File: src/rtl/fpga_fabric_pkg.sv
// Shared fabric definitions: carry-cell configuration layout and carry-in source encodings.
package fpga_fabric_pkg;

  localparam int CARRY_CFG_W = 4;

  localparam logic [1:0] CIN_CHAIN = 2'b00;
  localparam logic [1:0] CIN_ZERO  = 2'b01;
  localparam logic [1:0] CIN_ONE   = 2'b10;

  // Bit order matches the serial scan order: cin_sel sits in the low bits, shifted in first.
  typedef struct packed {
    logic       co_reg;
    logic       inv_i1;
    logic [1:0] cin_sel;
  } carry_cfg_t;

endpackage

File: src/rtl/fpga_carry_logic_if.sv
// Operand, carry-chain and configuration-scan signals of one carry cell.
interface fpga_carry_logic_if;

  logic cfg_en_i;
  logic cfg_d_i;
  logic cfg_q_o;
  logic carry_in_i;
  logic i0_i;
  logic i1_i;
  logic carry_out_o;
  logic sum_o;
  logic p_o;
  logic g_o;

  modport master (
    output cfg_en_i, cfg_d_i, carry_in_i, i0_i, i1_i,
    input  cfg_q_o, carry_out_o, sum_o, p_o, g_o
  );

  modport slave (
    input  cfg_en_i, cfg_d_i, carry_in_i, i0_i, i1_i,
    output cfg_q_o, carry_out_o, sum_o, p_o, g_o
  );

endinterface

File: src/rtl/fpga_cfg_shreg.sv
// Generic N-bit configuration scan register: shifts toward bit 0 while en is high, sync reset.
// Powers up at zero so an unclocked cell starts in its default configuration.
module fpga_cfg_shreg #(
  parameter int W = 4
) (
  input  logic         clk,
  input  logic         rst,
  input  logic         en,
  input  logic         d,
  output logic [W-1:0] q
);

  logic [W-1:0] sr = '0;

  always_ff @(posedge clk) begin
    if (rst) begin
      sr <= '0;
    end else if (en) begin
      sr <= {d, sr[W-1:1]};
    end
  end

  assign q = sr;

endmodule

File: src/rtl/fpga_carry_logic.sv
// Per-bit carry cell: full-adder carry/sum with selectable carry-in, optional i1 inversion
// and optional registered carry-out. Combinational path has zero latency; registered carry lags by one clock.
module fpga_carry_logic
  import fpga_fabric_pkg::*;
(
  input  logic                clk_i,
  input  logic                rst_i,
  fpga_carry_logic_if.slave   cl
);

  logic [CARRY_CFG_W-1:0] cfg_vec;
  carry_cfg_t             cfg;
  logic                   a;
  logic                   b;
  logic                   c;
  logic                   co;
  logic                   carry_q = 1'b0;

  fpga_cfg_shreg #(
    .W (CARRY_CFG_W)
  ) u_cfg (
    .clk (clk_i),
    .rst (rst_i),
    .en  (cl.cfg_en_i),
    .d   (cl.cfg_d_i),
    .q   (cfg_vec)
  );

  // Datapath follows the live scan contents; there is no shadow copy.
  assign cfg = carry_cfg_t'(cfg_vec);

  assign a = cl.i0_i;
  assign b = cl.i1_i ^ cfg.inv_i1;

  always_comb begin
    c = cl.carry_in_i;
    case (cfg.cin_sel)
      CIN_ZERO: c = 1'b0;
      CIN_ONE:  c = 1'b1;
      default:  c = cl.carry_in_i;
    endcase
  end

  assign co = (a & b) | (c & (a ^ b));

  always_ff @(posedge clk_i) begin
    if (rst_i) begin
      carry_q <= 1'b0;
    end else begin
      carry_q <= co;
    end
  end

  assign cl.carry_out_o = cfg.co_reg ? carry_q : co;
  assign cl.sum_o       = a ^ b ^ c;
  assign cl.p_o         = a ^ b;
  assign cl.g_o         = a & b;
  assign cl.cfg_q_o     = cfg_vec[0];

endmodule

File: src/flat_wrapper.sv
// flat-port wrapper written by rule: the top's interface ports become plain ports
module fpga_carry_logic_flat import fpga_fabric_pkg::*;
  (clk_i, rst_i, cl_cfg_en_i, cl_cfg_d_i, cl_carry_in_i, cl_i0_i, cl_i1_i, cl_cfg_q_o, cl_carry_out_o, cl_sum_o, cl_p_o, cl_g_o);
  fpga_carry_logic_if cl_i ();
  input  logic clk_i;
  input  logic rst_i;
  input wire logic [$bits(cl_i.cfg_en_i)-1:0] cl_cfg_en_i;
  input wire logic [$bits(cl_i.cfg_d_i)-1:0] cl_cfg_d_i;
  input wire logic [$bits(cl_i.carry_in_i)-1:0] cl_carry_in_i;
  input wire logic [$bits(cl_i.i0_i)-1:0] cl_i0_i;
  input wire logic [$bits(cl_i.i1_i)-1:0] cl_i1_i;
  output wire logic [$bits(cl_i.cfg_q_o)-1:0] cl_cfg_q_o;
  output wire logic [$bits(cl_i.carry_out_o)-1:0] cl_carry_out_o;
  output wire logic [$bits(cl_i.sum_o)-1:0] cl_sum_o;
  output wire logic [$bits(cl_i.p_o)-1:0] cl_p_o;
  output wire logic [$bits(cl_i.g_o)-1:0] cl_g_o;
  assign cl_i.cfg_en_i = cl_cfg_en_i;
  assign cl_i.cfg_d_i = cl_cfg_d_i;
  assign cl_i.carry_in_i = cl_carry_in_i;
  assign cl_i.i0_i = cl_i0_i;
  assign cl_i.i1_i = cl_i1_i;
  assign cl_cfg_q_o = cl_i.cfg_q_o;
  assign cl_carry_out_o = cl_i.carry_out_o;
  assign cl_sum_o = cl_i.sum_o;
  assign cl_p_o = cl_i.p_o;
  assign cl_g_o = cl_i.g_o;
  fpga_carry_logic u_core (.clk_i(clk_i), .rst_i(rst_i), .cl(cl_i));
endmodule
File: config.mk
export PLATFORM = sky130hd
export DESIGN_NAME = fpga_carry_logic_flat
export DESIGN_NICKNAME = d
export VERILOG_FILES = /design/src/rtl/fpga_fabric_pkg.sv /design/src/rtl/fpga_carry_logic_if.sv /design/src/rtl/fpga_cfg_shreg.sv /design/src/rtl/fpga_carry_logic.sv /design/src/flat_wrapper.sv
export SDC_FILE = /design/constraint.sdc
export NUM_CORES = 1
export LEC_CHECK = 0
export CAP_MARGIN = 20
export CORE_AREA = 4 4 41 43
export CTS_BUF_LIST = sky130_fd_sc_hd__clkbuf_2
export DETAILED_ROUTE_END_ITERATION = 8
export DIE_AREA = 0 0 45 47
export GPL_TIMING_DRIVEN = 0
export PLACE_DENSITY_LB_ADDON = 0.05
export SETUP_SLACK_MARGIN = 0.3
export SYNTH_ARGS = -nofsm -noshare
export SYNTH_HDL_FRONTEND = slang
export SYNTH_SLANG_ARGS = --single-unit
File: constraint.sdc
create_clock -name clk_i -period 4.4 [get_ports clk_i]
set_clock_uncertainty 0.2 [all_clocks]
set_input_delay 0.44 -clock clk_i [delete_from_list [all_inputs] [get_ports clk_i]]
set_output_delay 0.44 -clock clk_i [all_outputs]
set_load 0.01 [all_outputs]
# After elaboration in Yosys (flattened, before gate mapping)
# Cells that the tools add are included.
dict set report op_classes {
  addsub 0
  n_mul 0
  div 0
  order_cmp 0
  n_eq_ne 2
  n_shift 0
  mux 2
  bitwise_logic 6
  reduce_logical 0
}
# op count
set ops {}
lappend ops {{$xor A1 B1 Y1} 3}
lappend ops {{$and A1 B1 Y1} 2}
lappend ops {{$eq A2 B1 Y1 const B} 1}
lappend ops {{$eq A2 B2 Y1 const B} 1}
lappend ops {{$pmux W1 S2} 1}
lappend ops {{$mux W1} 1}
lappend ops {{$or A1 B1 Y1} 1}
dict set report totals {
  register_bits 5
  latchBits 0
  mem_bits_rw 0
  mem_bits_ro 0
  word_cells 12
  n_memories 0
}

# Longest topological paths before layout
# Gate-level depths: netlist of the first run.
dict set report depth {
  word_depth 5
  mapped_depth 5
}

# Hierarchy
# A second synthesis of the first run with hierarchy kept.
dict set report hier_totals {
  hier_cells 22
  hier_area_um2 254.0
}
# mod instances cells_each area_per_inst_um2 seq_area_each_um2
set by_module_without_submodules {}
lappend by_module_without_submodules {fpga_cfg_shreg 1 13 140.1 80.1}
lappend by_module_without_submodules {fpga_carry_logic 1 9 113.9 20.0}

# Least setup slack after synthesis of the first run
# Ideal clock, no wire load.
dict set report synth_path {
  path_type {register -> output}
  from {register u_core.u_cfg.sr[0] (netlist: u_core.u_cfg.q[0])}
  to {output cl_carry_out_o}
  t_arrival_ns 1.676
  required_time_ns 3.760
  slack_ns 2.084
  path_stages_with_launch 6
  path_buffers 0
  path_cell_list {dfxtp_1 -> inv_1 -> ha_1 -> mux2_2 -> fa_1 -> mux2_2}
}
dict set report synth_via {
  elab_chain_len 5
  word_cells_on_any_way 6
}
# item line_no
set synth_rtl {}
lappend synth_rtl {{start: declaration} fpga_cfg_shreg.sv:13} ;# logic [W-1:0] sr = '0;
lappend synth_rtl {{start signal: assignment} fpga_cfg_shreg.sv:19} ;# sr <= {d, sr[W-1:1]};
lappend synth_rtl {{$eq A2 B2 Y1 or $eq A2 B1 Y1 (tied branches)} fpga_carry_logic.sv:37} ;# case (cfg.cin_sel)
lappend synth_rtl {{$pmux W1 S2 (*)} fpga_carry_logic.sv:37}
lappend synth_rtl {{$and A1 B1 Y1 (*)} fpga_carry_logic.sv:44} ;# assign co = (a & b) | (c & (a ^ b));
lappend synth_rtl {{$or A1 B1 Y1 (*)} fpga_carry_logic.sv:44}
lappend synth_rtl {{named net u_core.co} fpga_carry_logic.sv:16} ;# logic co;
lappend synth_rtl {{$mux W1 (*)} fpga_carry_logic.sv:54} ;# assign cl.carry_out_o = cfg.co_reg ? carry_q : co;
lappend synth_rtl {{end: declaration} flat_wrapper.sv:13} ;# output wire logic [$bits(cl_i.carry_out_o)-1:0] cl_carry_out_o;
# Mark *: on every way through the listed nets, which the timed path passes. The rest lies on a longest branch.

# Final worst setup path of the first run
# Ends and elaborated chain as after synthesis.

==> metrics.log, run 1 <==
[metrics] outcome: finished clean
[metrics] CP Data Arrival Time: 2.37 ns
[metrics] Reg2Reg Capture Point: u_core.carry_q
[metrics] routed length per instance: 9.784 µm
[metrics] post-CTS repair timing setup buffer count: 0
[metrics] setup slack after layout: 1.390 ns
[metrics] instance count of the mapped netlist: 22
[metrics] flops & latches, synth: 5
[metrics] relative contribution of the clock network to total power: 0.348
[metrics] r2r worst-path depth: 5
[metrics] Row Count: 13
[metrics] total die area: 2115 µm²
[metrics] Fmax: 0.3322 GHz
[metrics] worst setup path endpoint: cl_carry_out_o
[metrics] total global routing overflow: 0
[metrics] synth warn: 0
[metrics] pin count of the biggest net entering global routing: 6
[metrics] most frequent cell on the critical path: mux2_2
[metrics] crit path launch: u_core.u_cfg.q[0]
[metrics] count of input and output buffers: 10
[metrics] post-layout power: 0.1163 mW
[metrics] TritonCTS Buffers: 3
[metrics] Max VDD drop: 0.1086 mV
[metrics] max-slew violation count: 0
[metrics] nets@finish: 47
[metrics] Slew Limit Headroom: 0.8411
[metrics] leakage component of the power: 0.1681 nW
[metrics] CTS Root Buffer Type: clkbuf_2
[metrics] hold_sp: u_core.u_cfg.q[0]
[metrics] H-tree depth: 1
[metrics] main combinational cell family by area after synthesis: multiplexers
[metrics] adder-cell area share of the yosys netlist: 0.1827
[metrics] Initial Util: 0.1894
[metrics] wire length of the first global-routing pass: 834 µm
[metrics] worst hold path class: flip-flop to flip-flop
[metrics] nature of the critical path startpoint: flip-flop
[metrics] first drt pass iteration count: 2
[metrics] crit path kind: flip-flop to output port
[metrics] sinks on the clock net: 5
[metrics] Die Span X: 45 µm
[metrics] flop-to-flop setup slack: 2.54 ns
[metrics] ANT cells: 0
[metrics] proportion of layout cells with a drive suffix above 1: 0.1944
[metrics] number of buffers added to fix hold violations after cts: 0
[metrics] shortest period the worst path allows: 3.010 ns
[metrics] combined area of all synthesized cells: 246.5 µm²
[metrics] Worst path max stage delay: 0.48 ns
[metrics] switching power: 0.02762 mW
[metrics] via count of the routed design: 194
[metrics] CTS clock-pin slew for the worst setup and hold paths: 0.05 ns
[metrics] unrepaired setup endpoints after global routing: false
[metrics] total wire length: 499 µm
[metrics] slew at the pin closest to its max-slew limit: 0.2375 ns
[metrics] Via-to-Cell Ratio: 3.804
[metrics] minimum hold slack: 0.3224 ns
[metrics] Initial DRC Count: 1
[metrics] Pint: 0.08864 mW
[metrics] Critical-path top delay cell: clkdlybuf4s50_1
[metrics] part of the cycle the worst path needs: 0.6841
[metrics] Post-Layout Cell Count: 51
[metrics] remaining antenna violation count after routing: 0
[metrics] clock latency on the worst-skew pair: 0.21 ns
[metrics] number of antenna violations at the first check in global routing: 0
[metrics] cell area power density: 301.7 nW/µm²
[metrics] number of cells in the design after placement: 47
[metrics] area fraction in compound gates after synthesis: 0
[metrics] final estimated routing congestion in global placement: 0.6678
[metrics] max-cap violations: 0
[metrics] Netlist cell types: 10
[metrics] Synth Area in XOR/XNOR: 0.03553
[metrics] mean instance size in the synthesized netlist: 11.20 µm²
[metrics] DRC violations left: 0
[metrics] proportion of synthesized chip area in sequential cells: 0.4061
[metrics] Global Route Usage Sum: 0.06161
[metrics] fraction of the mapped netlist area in simple logic gates: 0.08629
[metrics] number of gates resized after CTS: 0
[metrics] count of pins on the block boundary: 12
[metrics] largest fanout on the critical path: 3
[metrics] share of power burned in combinational logic: 0.237
[metrics] CP Capture Type: output port
[metrics] number of fill cells in the layout: 144
[metrics] DP Wirelength: 445 µm
[metrics] CTS max path bufs: 2
[metrics] Reg power frac: 0.415
[metrics] count of final hold-check violations: 0
[metrics] net count after synthesis: 32
[metrics] cells along the critical path: inv_1, ha_1, mux2_2, fa_1, mux2_2, clkdlybuf4s50_1
[metrics] mux contribution to synthesized area: 0.2538
[metrics] height of the die: 47 µm
[metrics] CTS tree: yes
[metrics] switching share of power: 0.2376
[metrics] Layout area overhead: 56.35%
[metrics] Place WS: 1.485 ns
[metrics] vias in the first global route: 211
[metrics] Core Region: 1301 µm²
[metrics] worst reg2reg path startpoint: u_core.u_cfg.q[0]
[metrics] total of endpoints with negative setup slack in the final report: 0
[metrics] total negative slack for setup checks: 0 ns
[metrics] Hold Path Depth: 2
[metrics] Required @ worst endpoint: 3.76 ns
[power groups by stage]
stage               clock network (mW)  logic [mW]  registers (mW)
global route                    0.0468      0.0299          0.0484
floorplan                            0      0.0126          0.0489
detailed placement                   0      0.0281          0.0492
CTS                             0.0437      0.0283          0.0482
finish                          0.0405      0.0275          0.0482
global placement                     0      0.0270          0.0491
[state kept, by name (all words and copies together) (netlist names)]
signal / count
u_core.carry_q: 1
u_core.u_cfg.q: 4
[logic make-up after synthesis]
family	Yosys count
multiplexers	6
adder cells (fa/ha/maj)	3
XOR/XNOR	1
flip-flops	5
buffers and inverters	2
AND/OR/NAND/NOR	5
[area by class of cell]
type / count / area, µm² / share of cell area
multi-input cells: 15 / 137.6 / 0.3571
inverters: 1 / 3.754 / 0.009740
repair buffers: 10 / 100.1 / 0.2597
flip-flops and latches: 5 / 100.1 / 0.2597
plain buffers: 1 / 5.005 / 0.01299
clock buffers: 4 / 20.02 / 0.05195
well taps: 15 / 18.77 / 0.04870
[worst max-delay path, delay by kind of cell, from the launching register on]
family	cells	cell delay, ns
flops	1	0.34
mux	2	0.62
fa+ha+maj	2	0.68
buf+inv	2	0.53
[cells in the final DEF, fill, tap and decap left out]
cell              n
clkdlybuf4s50_1  10
clkbuf_2          5
dfxtp_1           5
mux2i_1           4
nor2_1            4
mux2_2            2
ha_1              2
inv_1             1
xor2_1            1
nor2b_1           1
fa_1              1
[synth_stat cells]
library cell	number	area, µm²
inv_1	1	3.750
clkbuf_2	1	5.000
xor2_1	1	8.760
nor2_1	4	15.01
ha_1	2	25.02
mux2i_1	4	40.04
mux2_2	2	22.52
nor2b_1	1	6.260
dfxtp_1	5	100.1
fa_1	1	20.02
[metrics by stage]
step             util  cell area (µm²)
6_report       0.2962            385.4
3_5_place_dp   0.2808            365.4
2_1_floorplan       -            246.5
5_1_grt        0.2962            385.4
4_1_cts        0.2962            385.4
3_3_place_gp   0.2808            365.4
[routing by layer]
| metal | vias up | GRT usage | wire, µm |
|---|---|---|---|
| li1 | 102 | - | - |
| met1 | 84 | 0.05682 | 179 |
| met3 | 0 | 0.03065 | 53 |
| met4 | 0 | 0.07018 | 0 |
| met2 | 8 | 0.09322 | 265 |
| met5 | - | 0 | 0 |
[how the worst min path moves through the flow]
stage | end | slack (ns)
2_1_floorplan | u_core.u_cfg.q[1] | 0.29
3_3_place_gp | u_core.u_cfg.q[0] | 0.31
3_5_place_dp | u_core.u_cfg.q[0] | 0.32
4_1_cts | u_core.u_cfg.q[0] | 0.34
5_1_grt | u_core.u_cfg.q[3] | 0.36
6_report | u_core.u_cfg.q[0] | 0.32
(Power assumes the default switching activity.)
==> run 2: changes to the inputs <==
clock period = 2.7 ns   (was 4.4 ns; I/O delays follow)
==> run 2 against run 1 <==
  * Routed wire length up 15%
  * First-iteration DRC count rose by 100%
  * Worst hold slack got worse by 0.11 ns
  * Flip-flop and latch count unchanged
  * Largest cell class unchanged
  * Highest routed layer unchanged
==> metrics.log, run 2 (synthesis gave the netlist of run 1 again) <==
[metrics] number of buffers added to fix hold violations after cts: 0 (unchanged)
[metrics] largest fanout on the critical path: 2 (-1)
[metrics] total global routing overflow: 0 (unchanged)
[metrics] Required @ worst endpoint: 2.23 ns (-1.53 ns)
[metrics] routed length per instance: 10.40 µm (+6.3%)
[metrics] crit path kind: flip-flop to output port
[metrics] count of pins on the block boundary: 12 (unchanged)
[metrics] part of the cycle the worst path needs: 0.8735
[metrics] clock latency on the worst-skew pair: 0.21 ns (about the same)
[metrics] CP Capture Type: output port
[metrics] worst hold path class: primary input to flip-flop
[metrics] Pint: 0.1497 mW (+69%)
[metrics] total die area: 2115 µm² (unchanged)
[metrics] Reg power frac: 0.397 (-0.018)
[metrics] CTS max path bufs: 2 (unchanged)
[metrics] Fmax: 0.4240 GHz
[metrics] pin count of the biggest net entering global routing: 6 (unchanged)
[metrics] share of power burned in combinational logic: 0.263 (+0.026)
[metrics] via count of the routed design: 216 (+11%)
[metrics] CTS clock-pin slew for the worst setup and hold paths: 0.06 ns (about the same)
[metrics] Slew Limit Headroom: 0.8270 (-0.01415)
[metrics] number of flip-flops in the largest register: 4 (unchanged)
[metrics] leakage component of the power: 0.2022 nW (+20%)
[metrics] switching power: 0.04885 mW (+77%)
[metrics] height of the die: 47 µm (unchanged)
[metrics] crit path launch: u_core.u_cfg.q[0]
[metrics] cell area power density: 448.2 nW/µm² (+49%)
[metrics] area of the multi-input gates: 160.2 µm² (+16%)
[metrics] wire length of the first global-routing pass: 897 µm (+7.6%)
[metrics] TritonCTS Buffers: 3 (unchanged)
[metrics] Max VDD drop: 0.1831 mV (+69%)
[metrics] minimum hold slack: 0.2090 ns (-0.1134 ns)
[metrics] leading cell types in the layout, fill and taps excluded: clkdlybuf4s50_1, clkbuf_2, mux2i_1, nor2_1, buf_4
[metrics] Row Count: 13 (unchanged)
[metrics] CTS tree: yes
[metrics] total of endpoints with negative setup slack in the final report: 0 (unchanged)
[metrics] nature of the critical path startpoint: flip-flop
[metrics] Initial DRC Count: 2 (+1)
[metrics] hold_sp: cl_cfg_en_i
[metrics] slew at the pin closest to its max-slew limit: 0.2587 ns (+0.02116 ns)
[metrics] count of input and output buffers: 10 (unchanged)
[metrics] number of antenna violations at the first check in global routing: 0 (unchanged)
[metrics] commonest non-fill, non-tap cell in the layout: clkdlybuf4s50_1
[metrics] CP Data Arrival Time: 1.89 ns (-0.48 ns)
[metrics] nets@finish: 51 (+8.5%)
[metrics] final estimated routing congestion in global placement: 0.6678 (unchanged)
[metrics] count of final hold-check violations: 0 (unchanged)
[metrics] total negative slack for setup checks: 0 ns (unchanged)
[metrics] max-slew violation count: 0 (unchanged)
[metrics] Die Span X: 45 µm (unchanged)
[metrics] sequential cell area: 102.6 µm² (+2.5%)
[metrics] sinks on the clock net: 5 (unchanged)
[metrics] shortest period the worst path allows: 2.358 ns
[metrics] switching share of power: 0.2460 (+0.008474)
[metrics] Via-to-Cell Ratio: 3.927 (+3.2%)
[metrics] Core Region: 1301 µm² (unchanged)
[metrics] first drt pass iteration count: 2 (unchanged)
[metrics] relative contribution of the clock network to total power: 0.340 (-0.008)
[metrics] Initial Util: 0.1894 (unchanged)
[metrics] ANT cells: 0 (unchanged)
[metrics] outcome: finished clean
[metrics] Global Route Usage Sum: 0.06482 (+0.003211)
[metrics] number of fill cells in the layout: 138 (-4.2%)
[metrics] Layout area overhead: 79.70%
[metrics] total wire length: 572 µm (+15%)
[metrics] DP Wirelength: 445 µm (unchanged)
[metrics] worst reg2reg path startpoint: u_core.u_cfg.q[0]
[metrics] proportion of layout cells with a drive suffix above 1: 0.4500 (+0.2556)
[metrics] vias in the first global route: 227 (+7.6%)
[metrics] max-cap violations: 0 (unchanged)
[metrics] unrepaired setup endpoints after global routing: true
[metrics] CTS Root Buffer Type: clkbuf_2
[metrics] remaining antenna violation count after routing: 0 (unchanged)
[metrics] DRC violations left: 0 (unchanged)
[metrics] H-tree depth: 1 (unchanged)
==> run 2: cell count changes in the layout (fill, tap and decap cells not counted), sizes merged <==
cell | before | now
clkdlybuf4s15 | 0 | 1
clkdlybuf4s50 | 10 | 8
buf | 0 | 5
==> run 2: cell type report <==
| class | instances | share of cell area |
|---|---|---|
| Sequential cell | 5 | 0.2316 |
| Clock buffer | 4 | 0.04520 |
| Multi-Input combinational cell | 15 | 0.3616 |
| Inverter | 1 | 0.008475 |
| Tap cell | 15 | 0.04237 |
| Timing Repair Buffer | 14 | 0.2994 |
| Buffer | 1 | 0.01130 |
==> run 2: what timing repair did <==
item,in CTS,in global routing
endpoints found under the setup margin,2,2
cloned,0,0
buffers inserted,2,2
pin swaps,2,2
gates resized for setup,15,0
==> run 2: power by group through the flow <==
| stage | Combinational, mW | Clock (mW) | Sequential [mW] |
|---|---|---|---|
| 6_report | 0.0521 | 0.0676 | 0.0788 |
| 4_1_cts | 0.0507 | 0.0712 | 0.0789 |
| 3_3_place_gp | 0.0441 | 0 | 0.0800 |
| 3_5_place_dp | 0.0458 | 0 | 0.0801 |
| 2_1_floorplan | 0.0205 | 0 | 0.0796 |
| 5_1_grt | 0.0561 | 0.0763 | 0.0793 |
==> run 2: path summary, 6_finish.rpt <==
kind | cells after the start | end | slack, ns
worst max register to register | 7 | u_core.carry_q | 0.73
worst min-delay path | 3 | u_core.u_cfg.q[2] | 0.21
worst max-delay path | 6 | cl_carry_out_o | 0.34
worst min register to register | 2 | u_core.u_cfg.q[2] | 0.35
==> run 2: routing by layer <==
metal / global-route usage / routed length [µm] / share of wire
met1: 0.05923 / 204 / 0.36
met2: 0.1017 / 314 / 0.55
met3: 0.03065 / 53 / 0.093
met4: 0.07018 / 0 / 0
met5: 0 / 0 / 0
==> run 2: per-stage QoR <==
| stage | instances | instance area, µm² | util | total power, mW | setup slack [ns] |
|---|---|---|---|---|---|
| 4_1_cts | 53 | 427.9 | 0.3288 | 0.2008 | 0.2795 |
| 2_1_floorplan | 22 | 246.5 | - | 0.1001 | 0.5536 |
| 3_5_place_dp | 47 | 365.4 | 0.2808 | 0.1259 | 0.08411 |
| 3_3_place_gp | 47 | 365.4 | 0.2808 | 0.1240 | 0.1009 |
| 5_1_grt | 55 | 442.9 | 0.3404 | 0.2118 | 0.2834 |
| 6_report | 55 | 442.9 | 0.3404 | 0.1985 | 0.3417 |
==> run 2: worst max-delay path: stages (launching register included) <==
cell and delay (ns):
dfxtp_2 0.33, inv_2 0.04, ha_4 0.25, mux2_4 0.29, fa_2 0.35, mux2_4 0.28, buf_6 0.12
